===== config.mk =====
export PLATFORM = sky130hd
export DESIGN_NAME = msx_ram_arbiter
export DESIGN_NICKNAME = d
export VERILOG_FILES = /design/src/rtl/msx_arb_pkg.sv /design/src/rtl/msx_arb_select.sv /design/src/rtl/msx_ram_arbiter.sv
export SDC_FILE = /design/constraint.sdc
export NUM_CORES = 1
export LEC_CHECK = 0
export ABC_AREA = 1
export CAP_MARGIN = 20
export CORE_ASPECT_RATIO = 0.6
export CORE_MARGIN = 3
export CORE_UTILIZATION = 45
export CTS_BUF_LIST = sky130_fd_sc_hd__clkbuf_8
export CTS_CLUSTER_SIZE = 25
export DETAILED_ROUTE_END_ITERATION = 10
export PLACE_DENSITY = 0.88
export RECOVER_POWER = 25
export SLEW_MARGIN = 40
export SYNTH_ARGS = -nofsm -noshare
export SYNTH_HDL_FRONTEND = slang
export SYNTH_SLANG_ARGS = --single-unit

===== constraint.sdc =====
create_clock -name clk -period 2.2 [get_ports clk]
set_input_delay 0.44 -clock clk [delete_from_list [all_inputs] [get_ports clk]]
set_output_delay 0.44 -clock clk [all_outputs]
set_load 0.02 [all_outputs]

===== src/rtl/msx_arb_pkg.sv =====
// Shared types for the MSX RAM arbiter: FSM states, requester IDs and the
// latched single-byte transaction record.
package msx_arb_pkg;

    // Byte-address width carried in the transaction record.
    localparam int RAM_AW = 27;

    typedef enum logic [1:0] {
        ST_IDLE  = 2'd0,
        ST_ISSUE = 2'd1,
        ST_WAIT  = 2'd2,
        ST_DONE  = 2'd3
    } arb_state_t;

    typedef enum logic [1:0] {
        SRC_NONE = 2'd0,
        SRC_CPU  = 2'd1,
        SRC_LDR  = 2'd2,
        SRC_BKP  = 2'd3
    } arb_src_t;

    typedef struct packed {
        logic [RAM_AW-1:0] addr;
        logic [7:0]        din;
        logic              rnw;
        logic              sdram;
    } ram_req_t;

endpackage


===== src/rtl/msx_arb_select.sv =====
// Fixed-priority winner pick: CPU > loader > backup. cpu_block removes the
// CPU from the pick so a starved lower requester can get through.
module msx_arb_select
    import msx_arb_pkg::*;
(
    input  logic     cpu_req,
    input  logic     ldr_req,
    input  logic     bkp_req,
    input  logic     cpu_block,
    output arb_src_t winner
);

    // Priority encoder over the three level requests.
    always_comb begin
        winner = SRC_NONE;
        if (cpu_req && !cpu_block) begin
            winner = SRC_CPU;
        end else if (ldr_req) begin
            winner = SRC_LDR;
        end else if (bkp_req) begin
            winner = SRC_BKP;
        end
    end

endmodule


===== src/rtl/msx_ram_arbiter.sv =====
// Shares one RAM port (SDRAM / BRAM chip-selects) between the CPU slot
// datapath, the ROM loader and the SRAM backup engine, one byte at a time.
// Optional anti-starvation for the CPU is enabled by MSX_ARB_FAIRNESS_EN.
//
// Handshake: a requester holds its req level until it sees its one-cycle
// ack and drops req in the cycle after ack. Requests are sampled only in
// IDLE, so a req still high in the next IDLE starts a new transaction.
// Read data (cpu_dout/bkp_dout) is valid with ack and held until the next
// read completes for that requester.
module msx_ram_arbiter
    import msx_arb_pkg::*;
#(
    parameter int AW           = 27,
    parameter int STARVE_LIMIT = 8
) (
    input  logic          clk,
    input  logic          reset,
    input  logic          cpu_req,
    input  logic          ldr_req,
    input  logic          bkp_req,
    input  logic [AW-1:0] cpu_addr,
    input  logic [AW-1:0] ldr_addr,
    input  logic [AW-1:0] bkp_addr,
    input  logic [7:0]    cpu_din,
    input  logic [7:0]    ldr_din,
    input  logic [7:0]    bkp_din,
    input  logic          cpu_rnw,
    input  logic          bkp_rnw,
    input  logic          cpu_sdram,
    input  logic          ldr_sdram,
    input  logic          bkp_sdram,
    output logic          cpu_ack,
    output logic          ldr_ack,
    output logic          bkp_ack,
    output logic [7:0]    cpu_dout,
    output logic [7:0]    bkp_dout,
    output logic [AW-1:0] ram_addr,
    output logic [7:0]    ram_din,
    output logic          ram_rnw,
    output logic          sdram_ce,
    output logic          bram_ce,
    input  logic [7:0]    ram_dout,
    input  logic          sdram_ready,
    output logic [1:0]    grant,
    output logic          busy,
    output logic [1:0]    dbg_state
);

    // Parameter sanity: the transaction record is sized from the package.
    if (AW != RAM_AW) begin : g_aw_check
        $error("msx_ram_arbiter: AW must equal msx_arb_pkg::RAM_AW");
    end
    if (STARVE_LIMIT < 1 || STARVE_LIMIT > 255) begin : g_starve_check
        $error("msx_ram_arbiter: STARVE_LIMIT out of range 1..255");
    end

    arb_state_t state_q;
    arb_src_t   grant_q;
    arb_src_t   winner;
    ram_req_t   txn_q;
    ram_req_t   txn_d;
    logic       sdram_ce_q, bram_ce_q;
    logic       cpu_ack_q, ldr_ack_q, bkp_ack_q;
    logic [7:0] cpu_dout_q, bkp_dout_q;
    logic       cpu_block;

`ifdef MSX_ARB_FAIRNESS_EN
    logic [7:0] starve_cnt_q;

    // Once the CPU has won STARVE_LIMIT times over a waiting requester,
    // hand the next arbitration to the lower requester.
    assign cpu_block = (starve_cnt_q == 8'(STARVE_LIMIT)) && (ldr_req || bkp_req);

    // Count CPU grants made over a pending lower requester; any other grant clears.
    always_ff @(posedge clk) begin
        if (reset) begin
            starve_cnt_q <= 8'd0;
        end else if (state_q == ST_IDLE && winner != SRC_NONE) begin
            if (winner != SRC_CPU) begin
                starve_cnt_q <= 8'd0;
            end else if (ldr_req || bkp_req) begin
                starve_cnt_q <= starve_cnt_q + 8'd1;
            end
        end
    end
`else
    assign cpu_block = 1'b0;
`endif

    msx_arb_select u_select (
        .cpu_req   (cpu_req),
        .ldr_req   (ldr_req),
        .bkp_req   (bkp_req),
        .cpu_block (cpu_block),
        .winner    (winner)
    );

    // Route the winner's fields into the candidate transaction record.
    always_comb begin
        txn_d = '0;
        case (winner)
            SRC_CPU: txn_d = '{addr: cpu_addr, din: cpu_din, rnw: cpu_rnw, sdram: cpu_sdram};
            SRC_LDR: txn_d = '{addr: ldr_addr, din: ldr_din, rnw: 1'b0,    sdram: ldr_sdram};
            SRC_BKP: txn_d = '{addr: bkp_addr, din: bkp_din, rnw: bkp_rnw, sdram: bkp_sdram};
            default: txn_d = '0;
        endcase
    end

    // Transaction FSM: IDLE -> ISSUE -> WAIT -> DONE, with registered strobes.
    always_ff @(posedge clk) begin
        if (reset) begin
            state_q    <= ST_IDLE;
            grant_q    <= SRC_NONE;
            txn_q      <= '0;
            sdram_ce_q <= 1'b0;
            bram_ce_q  <= 1'b0;
            cpu_ack_q  <= 1'b0;
            ldr_ack_q  <= 1'b0;
            bkp_ack_q  <= 1'b0;
            cpu_dout_q <= 8'd0;
            bkp_dout_q <= 8'd0;
        end else begin
            sdram_ce_q <= 1'b0;
            bram_ce_q  <= 1'b0;
            cpu_ack_q  <= 1'b0;
            ldr_ack_q  <= 1'b0;
            bkp_ack_q  <= 1'b0;
            case (state_q)
                ST_IDLE: begin
                    if (winner != SRC_NONE) begin
                        txn_q      <= txn_d;
                        grant_q    <= winner;
                        sdram_ce_q <= txn_d.sdram;
                        bram_ce_q  <= !txn_d.sdram;
                        state_q    <= ST_ISSUE;
                    end
                end
                ST_ISSUE: state_q <= ST_WAIT;
                ST_WAIT: begin
                    // BRAM answers in one cycle; SDRAM waits for ready.
                    if (!txn_q.sdram || sdram_ready) begin
                        if (txn_q.rnw && grant_q == SRC_CPU) cpu_dout_q <= ram_dout;
                        if (txn_q.rnw && grant_q == SRC_BKP) bkp_dout_q <= ram_dout;
                        cpu_ack_q <= (grant_q == SRC_CPU);
                        ldr_ack_q <= (grant_q == SRC_LDR);
                        bkp_ack_q <= (grant_q == SRC_BKP);
                        state_q   <= ST_DONE;
                    end
                end
                ST_DONE: begin
                    grant_q <= SRC_NONE;
                    state_q <= ST_IDLE;
                end
                default: state_q <= ST_IDLE;
            endcase
        end
    end

    assign ram_addr  = txn_q.addr;
    assign ram_din   = txn_q.din;
    assign ram_rnw   = txn_q.rnw;
    assign sdram_ce  = sdram_ce_q;
    assign bram_ce   = bram_ce_q;
    assign cpu_ack   = cpu_ack_q;
    assign ldr_ack   = ldr_ack_q;
    assign bkp_ack   = bkp_ack_q;
    assign cpu_dout  = cpu_dout_q;
    assign bkp_dout  = bkp_dout_q;
    assign grant     = grant_q;
    assign busy      = (state_q != ST_IDLE);
    assign dbg_state = state_q;

endmodule


==> results.sh <==
export IMPL_hold_class="flop to flop"
export IMPL_critical_path_max_stage_delay_ns=0.51
export IMPL_cap_violations=0
export IMPL_reg2reg_from="dbg_state[1]$_SDFFE_PP0P_"
export IMPL_start_util_pct=47.1
export IMPL_synthFlopType="dfxtp_1"
export IMPL_synth_avg_cell_area_um2=6.21
export IMPL_wl_mm=11.6
export IMPL_critPathBufInv=1
export IMPL_layout_nets=878
export IMPL_yosysWarnings=0
export IMPL_final_hold_viol_count=0
export IMPL_syn_nets=734
export IMPL_timing_reg2reg_setup_slack_ns=0.24
export IMPL_netSwitchingPower_mw=2.34
export IMPL_cp_top_family="buffers and inverters"
export IMPL_ys_ff_latch=62
export IMPL_post_route_period_util_pct=88.9
export IMPL_postPlaceCellArea_um2=5440
export IMPL_syn_to_final_growth_pct=48.9
export IMPL_ys_types=22
export IMPL_hold_path_startpoint="bkp_dout[2]$_SDFFE_PP0P_"
export IMPL_pwr_share_clk_pct=16.8
export IMPL_combPwrFrac_pct=53.2
export IMPL_clk_pin_slew_ns=0.08
export IMPL_skew_ns=0.00968
export IMPL_dp_hpwl_mm=8.76
export IMPL_insertion_delay_ns=0.34
export IMPL_drc=0
export IMPL_cts_root_buf="clkbuf_8"
export IMPL_p_sw_share_pct=43.0
export IMPL_status="finished clean"
export IMPL_drive_gt1_share_pct=8.20
export IMPL_drt_initial_drc_count=197
export IMPL_numCtsBuffers=9
export IMPL_relSlewSlack_pct=56.7
export IMPL_htreeDepth=3
export IMPL_gp_congestion=0.910
export IMPL_cts_tree="done"
export IMPL_num_antenna_cells=0
export IMPL_crit_chain="ha_1, nand3_1, nor2_2, clkbuf_1, nand2_1, nand2_1, nor2_1"
export IMPL_rows=25
export IMPL_routed_wire_length_per_instance_um=13.4
export IMPL_start_kind="flop"
export IMPL_cp_max_fo=16
export IMPL_vias=4065
export IMPL_slew_violations=0
export IMPL_cp_required_ns=2.43
export IMPL_crit_type="flop to flop"
export IMPL_critPathArrivalTime_ns=2.19
export IMPL_antenna_left=0
export IMPL_power_density_nw_per_um2=968
export IMPL_die_area_um2=9550
export IMPL_grt_setup_unrepaired="false"
export IMPL_r2r_cells=7
export IMPL_via_per_inst=4.70
export IMPL_cts_sinks=62
export IMPL_grt_pass1_vias=3875
export IMPL_ys_seq_area_share_pct=32.9
export IMPL_synthesis_area_um2=3770
export IMPL_final_cell_mix="nand2_1 (177), clkdlybuf4s50_1 (174), nor2_1 (96)"
export IMPL_crit_top_cell="nand2_1"
export IMPL_design_core_area_um2=8010
export IMPL_worst_slew_pin_slew_ns=0.650
export IMPL_p_seq_share_pct=30.0
export IMPL_clockBufferDepth=2
export IMPL_nFillCells=675
export IMPL_period_needed_ns=1.96
export IMPL_synth_edf_count=0
export IMPL_crit_cells=7
export IMPL_timing_rr_end="cpu_dout[1]$_SDFFE_PP0P_"
export IMPL_die_w_um=124
export IMPL_holdPathStages=2
export IMPL_setup_viol=0
export IMPL_grt_pass1_wl_mm=18.7
export IMPL_antenna_found_initial=0
export IMPL_postLayoutCellArea_um2=5620
export IMPL_portBuffers=185
export IMPL_fmax_ghz=0.511
export IMPL_p_leak_nw=2.61
export IMPL_holdPathEnd="bkp_dout[2]$_SDFFE_PP0P_"
export IMPL_grt_overflow=0
export IMPL_critPathCaptureType="flop"
export IMPL_grtUsageTotal_pct=23.7
export IMPL_grt_max_degree=40
export IMPL_crit_slowest_cell="clkbuf_1"
export IMPL_p_int_mw=3.10
export IMPL_peakVddDrop_v=0.000579
export IMPL_dr_pass1_iters=5
export IMPL_die_height_um=76.9
export IMPL_tns_ns=0
export IMPL_synthArstFlopShare_pct=0
export IMPL_io_pins=186
export IMPL_synth_cells=607
export IMPL_final_common_cell="nand2_1"
-- metrics by stage --
stage / setup WS, ns / cells / hold WS, ns / utilization [%] / total power [mW]
2_1_floorplan: 0.657 / 607 / 0.461 / - / 3.76
3_3_place_gp: 0.255 / 848 / 0.453 / 68.0 / 4.48
3_5_place_dp: 0.190 / 848 / 0.459 / 68.0 / 4.56
4_1_cts: 0.0463 / 864 / 0.470 / 70.3 / 5.50
5_1_grt: 0.0963 / 864 / 0.481 / 70.1 / 5.87
6_report: 0.244 / 864 / 0.477 / 70.1 / 5.43
-- Yosys cell counts, types with 2 or more instances --
cell type / instances / area (µm²)
buf_2: 13 / 65.1
a21oi_2: 24 / 210
dfxtp_1: 62 / 1240
buf_6: 3 / 33.8
clkbuf_1: 9 / 33.8
inv_1: 89 / 334
nand2_4: 2 / 22.5
o21ai_0: 4 / 20.0
nor2_1: 95 / 357
nor3_1: 2 / 10.0
a21oi_1: 23 / 115
nand2_1: 177 / 664
ha_1: 3 / 37.5
buf_4: 38 / 285
nand3_1: 44 / 220
inv_2: 3 / 11.3
nor2_2: 2 / 12.5
nor2_4: 2 / 22.5
nand4_1: 9 / 56.3
-- tightest hold or removal path, cell delays in order (launching register included) --
cell     delay [ns]
dfxtp_1        0.32
nand2_1        0.06
a21oi_1        0.05
-- layer usage --
layer  vias to the layer above  track usage (%)  routed length [µm]
li1                       2081                -                   -
met2                       146             39.3                5380
met1                      1823             30.0                5220
met5                         -                0                   0
met3                        15             8.00                 853
met4                         0             5.58                 128
-- power by group through the flow --
stage | combinational [mW] | clock [mW] | sequential (mW)
floorplan | 2.09 | 0 | 1.67
global placement | 2.84 | 0 | 1.64
detailed placement | 2.90 | 0 | 1.66
CTS | 2.92 | 0.941 | 1.64
global route | 3.20 | 0.994 | 1.67
finish | 2.89 | 0.913 | 1.63
-- cell families (layout without fill, tap and decap cells) --
| logic type | Yosys count | after routing | synth area share, % |
|---|---|---|---|
| simple gates | 335 | 335 | 36.6 |
| fa+ha+maj | 3 | 3 | 0.995 |
| compound gates | 51 | 51 | 9.15 |
| flops | 62 | 62 | 32.9 |
| buf+inv | 156 | 305 | 20.3 |
-- how the worst max path moves through the flow --
stage	start	endpoint	slack, ns
after floorplan	dbg_state[0]$_SDFFE_PP0P_	busy	0.66
after global placement	bkp_req	txn_q[0]$_SDFFE_PP0P_	0.26
after detailed placement	bkp_req	txn_q[0]$_SDFFE_PP0P_	0.19
after CTS	dbg_state[1]$_SDFFE_PP0P_	busy	0.05
after global routing	dbg_state[1]$_SDFFE_PP0P_	cpu_dout[5]$_SDFFE_PP0P_	0.1
final	dbg_state[1]$_SDFFE_PP0P_	cpu_dout[1]$_SDFFE_PP0P_	0.24
-- sequential cells by signal (all words and copies together) (netlist names) --
name	flops
ram_addr	27
bkp_dout	8
cpu_dout	8
ram_din	8
dbg_state	2
grant	2
bkp_ack	1
bram_ce	1
cpu_ack	1
ldr_ack	1
ram_rnw	1
sdram_ce	1
txn_q	1
-- what timing repair did --
item                                    4_1_cts  5_1_grt
hold buffers                                  0        0
endpoints found under the setup margin        0        1
gates resized for setup                       0        1
setup buffers                                 0        0
-- final cells by class --
cell class              count  area (µm²)  area share [%]
repair buffers            197        1950            34.8
flip-flops and latches     62        1240            22.1
clock buffers               9         124            2.21
multi-input cells         389        1760            31.3
inverters                  92         345            6.15
clock inverters             7        58.8            1.05
well taps                 108         135            2.41
Note: power is estimated with default switching activity, not from simulation.
